--- config.mk ---
export PLATFORM = sky130hd
export DESIGN_NAME = load_store_unit
export DESIGN_NICKNAME = d
export VERILOG_FILES = /design/src/rtl/lsu_pkg.sv /design/src/rtl/byte_lane_align.sv /design/src/rtl/load_store_unit.sv
export SDC_FILE = /design/constraint.sdc
export NUM_CORES = 1
export LEC_CHECK = 0
export CAP_MARGIN = 15
export CORE_ASPECT_RATIO = 1.75
export CORE_UTILIZATION = 48
export DETAILED_ROUTE_END_ITERATION = 6
export PLACE_DENSITY = 0.95
export SLEW_MARGIN = 0
export SYNTH_ARGS = -nofsm -noshare
export SYNTH_HDL_FRONTEND = slang
export SYNTH_SLANG_ARGS = --single-unit
--- constraint.sdc ---
create_clock -name clk -period 6.9 [get_ports clk]
set_clock_uncertainty 0.15 [all_clocks]
set_input_delay 1.38 -clock clk [delete_from_list [all_inputs] [get_ports clk]]
set_output_delay 1.38 -clock clk [all_outputs]
set_load 0.02 [all_outputs]
--- src/rtl/lsu_pkg.sv ---
// lsu_pkg: shared definitions for the load/store unit.
//   - funct3 encodings for the supported access sizes
//   - FSM state type used by load_store_unit
//   - is_fault(): decides at accept time whether a request is rejected
package lsu_pkg;

  localparam logic [2:0] F3_B  = 3'b000;
  localparam logic [2:0] F3_H  = 3'b001;
  localparam logic [2:0] F3_W  = 3'b010;
  localparam logic [2:0] F3_BU = 3'b100;
  localparam logic [2:0] F3_HU = 3'b101;

  typedef enum logic [2:0] {
    ST_IDLE,
    ST_RD,
    ST_LD_DONE,
    ST_WR,
    ST_RMW_RD,
    ST_RMW_WR,
    ST_ERR
  } lsu_state_t;

  // Misaligned halfword/word, unknown funct3, or an unsigned-only
  // size used on a store.
  function automatic logic is_fault(input logic       write,
                                    input logic [2:0] funct3,
                                    input logic [1:0] addr_lo);
    logic f;
    case (funct3)
      F3_B:    f = 1'b0;
      F3_H:    f = addr_lo[0];
      F3_W:    f = (addr_lo != 2'b00);
      F3_BU:   f = write;
      F3_HU:   f = write | addr_lo[0];
      default: f = 1'b1;
    endcase
    return f;
  endfunction

endpackage

--- src/rtl/byte_lane_align.sv ---
// byte_lane_align: combinational lane steering for the load/store unit.
// Ports:
//   i_funct3     access size / signedness
//   i_addr_lo    byte offset within the word
//   i_mem_word   word read from memory
//   i_wdata      right-aligned store data
//   o_load_data  extracted and sign/zero-extended load result
//   o_store_data memory word with the addressed lane(s) replaced
module byte_lane_align
  import lsu_pkg::*;
(
  input  logic [2:0]  i_funct3,
  input  logic [1:0]  i_addr_lo,
  input  logic [31:0] i_mem_word,
  input  logic [31:0] i_wdata,
  output logic [31:0] o_load_data,
  output logic [31:0] o_store_data
);

  logic [7:0]  w_byte;
  logic [15:0] w_half;

  always_comb begin
    w_byte = i_mem_word[{i_addr_lo, 3'b000} +: 8];
    w_half = i_addr_lo[1] ? i_mem_word[31:16] : i_mem_word[15:0];

    o_load_data = '0;
    case (i_funct3)
      F3_B:    o_load_data = {{24{w_byte[7]}}, w_byte};
      F3_H:    o_load_data = {{16{w_half[15]}}, w_half};
      F3_W:    o_load_data = i_mem_word;
      F3_BU:   o_load_data = {24'h000000, w_byte};
      F3_HU:   o_load_data = {16'h0000, w_half};
      default: o_load_data = '0;
    endcase

    o_store_data = i_mem_word;
    case (i_funct3)
      F3_B: o_store_data[{i_addr_lo, 3'b000} +: 8] = i_wdata[7:0];
      F3_H: begin
        if (i_addr_lo[1]) o_store_data[31:16] = i_wdata[15:0];
        else              o_store_data[15:0]  = i_wdata[15:0];
      end
      F3_W:    o_store_data = i_wdata;
      default: o_store_data = i_mem_word;
    endcase
  end

endmodule

--- src/rtl/load_store_unit.sv ---
// load_store_unit: MEM-stage initiator for a word-addressed data memory.
// Loads read one word and extract/extend the addressed lane; sub-word
// stores are read-modify-write; full-word stores write directly.
// Ports:
//   clk, rst                  clock, synchronous active-high reset
//   req_valid/req_write/req_funct3/req_addr/req_wdata  pipeline request
//   busy                      stall, high whenever not IDLE
//   resp_valid/resp_rdata/fault  registered one-cycle completion
//   mem_write/mem_address/mem_write_data/mem_read_data  memory port
module load_store_unit
  import lsu_pkg::*;
#(
  parameter int address_width = 12,
  parameter int data_width    = 32
) (
  input  logic                     clk,
  input  logic                     rst,
  input  logic                     req_valid,
  input  logic                     req_write,
  input  logic [2:0]               req_funct3,
  input  logic [address_width-1:0] req_addr,
  input  logic [data_width-1:0]    req_wdata,
  output logic                     busy,
  output logic                     resp_valid,
  output logic [data_width-1:0]    resp_rdata,
  output logic                     fault,
  output logic                     mem_write,
  output logic [address_width-1:0] mem_address,
  output logic [data_width-1:0]    mem_write_data,
  input  logic [data_width-1:0]    mem_read_data
);

  lsu_state_t               r_state;
  logic [address_width-1:0] r_addr;
  logic [data_width-1:0]    r_wdata;
  logic [2:0]               r_funct3;
  logic                     r_write;
  logic                     r_resp_valid;
  logic [data_width-1:0]    r_resp_rdata;
  logic                     r_fault;

  logic [data_width-1:0]    w_load_data;
  logic [data_width-1:0]    w_store_data;
  logic                     w_wr_state;

  byte_lane_align u_align (
    .i_funct3     (r_funct3),
    .i_addr_lo    (r_addr[1:0]),
    .i_mem_word   (mem_read_data),
    .i_wdata      (r_wdata),
    .o_load_data  (w_load_data),
    .o_store_data (w_store_data)
  );

  always_ff @(posedge clk) begin
    if (rst) begin
      r_state      <= ST_IDLE;
      r_addr       <= '0;
      r_wdata      <= '0;
      r_funct3     <= '0;
      r_write      <= 1'b0;
      r_resp_valid <= 1'b0;
      r_resp_rdata <= '0;
      r_fault      <= 1'b0;
    end else begin
      // Response registers are single-cycle pulses; zero otherwise.
      r_resp_valid <= 1'b0;
      r_resp_rdata <= '0;
      r_fault      <= 1'b0;
      case (r_state)
        ST_IDLE: begin
          if (req_valid) begin
            r_addr   <= req_addr;
            r_wdata  <= req_wdata;
            r_funct3 <= req_funct3;
            r_write  <= req_write;
            if (is_fault(req_write, req_funct3, req_addr[1:0]))
              r_state <= ST_ERR;
            else if (!req_write)
              r_state <= ST_RD;
            else if (req_funct3 == F3_W)
              r_state <= ST_WR;
            else
              r_state <= ST_RMW_RD;
          end
        end
        ST_RD:     r_state <= ST_LD_DONE;
        ST_LD_DONE: begin
          r_resp_valid <= 1'b1;
          r_resp_rdata <= w_load_data;
          r_state      <= ST_IDLE;
        end
        ST_WR: begin
          r_resp_valid <= 1'b1;
          r_state      <= ST_IDLE;
        end
        ST_RMW_RD: r_state <= ST_RMW_WR;
        ST_RMW_WR: begin
          r_resp_valid <= 1'b1;
          r_state      <= ST_IDLE;
        end
        ST_ERR: begin
          r_resp_valid <= 1'b1;
          r_fault      <= 1'b1;
          r_state      <= ST_IDLE;
        end
        default: r_state <= ST_IDLE;
      endcase
    end
  end

  always_comb begin
    w_wr_state     = (r_state == ST_WR) || (r_state == ST_RMW_WR);
    // Reset in a write cycle must suppress the write in that same cycle.
    mem_write      = w_wr_state & r_write & ~rst;
    mem_address    = {r_addr[address_width-1:2], 2'b00};
    mem_write_data = w_wr_state ? w_store_data : '0;
    busy           = (r_state != ST_IDLE);
    resp_valid     = r_resp_valid;
    resp_rdata     = r_resp_rdata;
    fault          = r_fault;
  end

endmodule
==> flow_metrics.py <==
metrics = {
    "floorplan": {
        "core_area_sq_um": 8423,
        "rows": 44,
        "initial_core_util_pct": 50.12,
        "dieHeight_um": 126.1,
        "die_width_um": 72.89,
        "ios": 163,
        "die_area_sq_um": 9189,
    },
    "setup_path": {
        "cp.required_ns": 5.37,
        "crit_type": "flip-flop to primary output",
        "crit_path_end": "mem_write_data[9]",
        "regToRegStartpoint": "r_addr[1]",
        "slowest_delay_ns": 0.84,
        "rrSetupSlack_ns": 4.44,
        "path_max_fanout": 21,
        "arrival_ns": 3.69,
        "start_kind": "flip-flop",
        "worstRegToRegCells": 4,
        "critical_path.slowest_cell": "dfxtp_1",
        "rr_endpoint": "resp_rdata[3]",
        "cp_cell_sequence": "inv_1 -> ha_1 -> nand4b_1 -> nor4_2 -> a222oi_1 -> nor3_1 -> clkdlybuf4s50_1",
        "critPathCaptureType": "primary output",
        "crit_start": "r_addr[1]",
    },
    "power": {
        "internal_power_mw": 0.9522,
        "p_per_area_nw_per_um2": 230.1,
        "switching_share_pct": 31.08,
        "peakVddDrop_v": 0.0002005,
        "switching_power_mw": 0.4294,
        "seqPwrFrac_pct": 40.9,
        "power.share.combinational_pct": 24.0,
        "clockPowerShare_pct": 35.0,
        "leakage_nw": 2.142,
    },
    "clocking": {
        "path_clk_slew_ns": 0.06,
        "clock_latency_ns": 0.35,
        "cts.sinks": 85,
        "cts_setup_buffers": 0,
        "ctsHoldBuffers": 0,
        "numCtsBuffers": 9,
        "cts_resized": 0,
        "cts-root-buf": "clkbuf_16",
        "cts_tree": "done",
        "h-tree-depth": 3,
        "cts_buffer_depth": 2,
    },
    "global_route": {
        "grt-ovfl-total": 0,
        "grt_pass1_vias": 4511,
        "grt_pass1_wl_um": 22520,
        "grt_usage_pct": 32.55,
        "antenna_found_initial": 1,
        "grt_start_max_net_pins": 54,
    },
    "synth": {
        "synthCells": 525,
        "yosysTopAreaCell": "dfxtp_1",
        "synth_seq_cells": 85,
        "synth_top_cell_area_share_pct": 40.31,
        "yosysSeqAreaShare_pct": 40.31,
        "syn-mean-instance-area_sq_um": 8.041,
        "synth_cell_types": 51,
        "yosys_warnings": 0,
        "synth_area_sq_um": 4222,
        "synthTopCellsByArea": "dfxtp_1, nand2_1, a21oi_1",
    },
    "timing": {
        "max_freq_ghz": 0.1915,
        "final-hold-violation-count": 0,
        "slew_violations": 0,
        "worst_pin_slew_ns": 0.9929,
        "tns_ns": 0,
        "setup_viol": 0,
        "fin_crit_sh_pct": 75.69,
        "setup_ws_ns": 1.677,
        "grt_setup_unrepaired": "no",
        "slew_headroom_pct": 33.81,
        "min_period_ns": 5.223,
    },
    "cells_and_area": {
        "layout-drive-gt1-share_pct": 6.116,
        "fin_nets": 737,
        "multiInputGateArea_sq_um": 2217,
        "area_growth_pct": 42.21,
        "nFillCells": 630,
        "seq_area_sq_um": 1702,
        "fin_util_pct": 71.27,
    },
    "routing": {
        "dr_total_vias": 4631,
        "wl_per_cell_um": 19.26,
        "vias_per_cell": 6.014,
        "wirelength_um": 14830,
        "drt_iter0_drc": 715,
        "first_pass_iters": 7,
        "antenna_left": 0,
        "drcViolationCount": 0,
    },
    "placed_design": {
        "dp_hpwl_um": 10600,
        "gp_congestion": 0.9791,
        "post-place-ws_ns": 2.166,
        "portBuffers": 160,
    },
    "run_status": {
        "status": "complete, no violations",
    },
    "min_path": {
        "hold_path.class": "flip-flop to flip-flop",
    },
    "job": {
        "cap_viol_max_count": 0,
    },
}
## cell usage after synthesis (all sizes together)
cell and number:
o31ai 3, nand3 5, conb 1, nor4 3, and2 4, o32ai 1, nor2 34, a21o 3
o211ai 1, dfxtp 85, nor2b 6, nor3b 1, a41o 1, ha 5, o21ai 3, o21bai 2
a222oi 25, a221oi 1, and4bb 1, a22oi 11, mux2 8, a2111oi 1, xor2 2, mux2i 3
clkbuf 15, buf 37, o32a 1, and3 1, nand2 123, or3b 2, nand3b 2, and3b 1
or2 2, a32oi 1, inv 3, a21oi 91, and4b 2, nand2b 2, o2bb2ai 3, nand4b 2
nor3 16, a22o 11
## cells in the final DEF, fill, tap and decap left out, types with 3 or more instances in the layout
master and n:
a21o_1 3, a21oi_1 86, a21oi_2 3, a222oi_1 25, a22o_1 11, a22oi_1 11, and2_1 4, buf_4 4
clkbuf_16 9, clkdlybuf4s50_1 159, dfxtp_1 85, ha_1 5, inv_1 3, mux2_2 8, mux2i_1 3, nand2_1 123
nand3_1 5, nor2_1 33, nor2b_1 6, nor3_1 15, o21ai_0 3, o2bb2ai_1 3, o31ai_1 3
## per-stage QoR
step	hold WS, ns	total power [mW]	instances	area [sq um]
after global routing	0.3281	1.429	770	6003
after global placement	0.2891	0.8863	753	5700
after floorplan	0.2815	0.7694	526	4225
after CTS	0.3046	1.378	769	6001
after detailed placement	0.2965	0.8965	753	5700
final	0.3047	1.382	770	6003
## cell type report
cell class / count / share of cell area [%]
antenna: 1 / 0.04168
inverter: 3 / 0.1876
multi-input combinational: 386 / 36.93
tap: 115 / 2.397
clock buffer: 10 / 3.814
clock inverter: 6 / 1.188
timing repair buffer: 164 / 27.09
sequential: 85 / 28.35
## logic make-up (layout without fill, tap and decap cells)
kind of cell | count (synthesis) | after routing | share of synthesized area, %
simple gates | 207 | 207 | 21.84
other cells | 1 | 3 | 0.08883
fa+ha+maj | 5 | 5 | 1.482
buf+inv | 55 | 183 | 7.261
mux | 11 | 11 | 2.845
compound gates | 159 | 159 | 25.76
xor+xnor | 2 | 2 | 0.4150
flops | 85 | 85 | 40.31
## sequential cells by signal (all words and copies together), names as in the netlist
signal	cells
r_funct3	3
fault	1
resp_valid	1
r_state	3
resp_rdata	32
r_addr	12
r_write	1
r_wdata	32
## worst max-delay path: cells and delay by family, from the launching register on
kind	cells	cell delay, ns
simple gates	3	0.95
buf+inv	2	0.90
flops	1	0.84
fa+ha+maj	1	0.37
compound gates	1	0.27
## routing by layer
metal | global-route usage (%) | vias to the layer above | part of all wire (%)
met4 | 24.34 | 0 | 7.0
li1 | - | 2117 | -
met5 | 0 | - | 0
met2 | 54.37 | 330 | 50
met1 | 34.76 | 2111 | 35
met3 | 7.440 | 73 | 8.3
## power by group through the flow
stage	combinational, mW	sequential, mW	clock (mW)
floorplan	0.207	0.562	0
detailed placement	0.322	0.574	0
CTS	0.327	0.564	0.488
global placement	0.314	0.572	0
global route	0.355	0.568	0.505
finish	0.332	0.566	0.484
## how the worst min path moves through the flow
stage                           start     endpoint  slack [ns]  cells after the start
after floorplan               r_write      r_write        0.28                      2
after CTS                   r_addr[2]    r_addr[2]        0.30                      2
after global placement        r_write      r_write        0.29                      2
after detailed placement      r_write      r_write        0.30                      2
final                       r_addr[3]    r_addr[3]        0.30                      2
after global routing      r_wdata[22]  r_wdata[22]        0.33                      2
(Power assumes the default switching activity.)
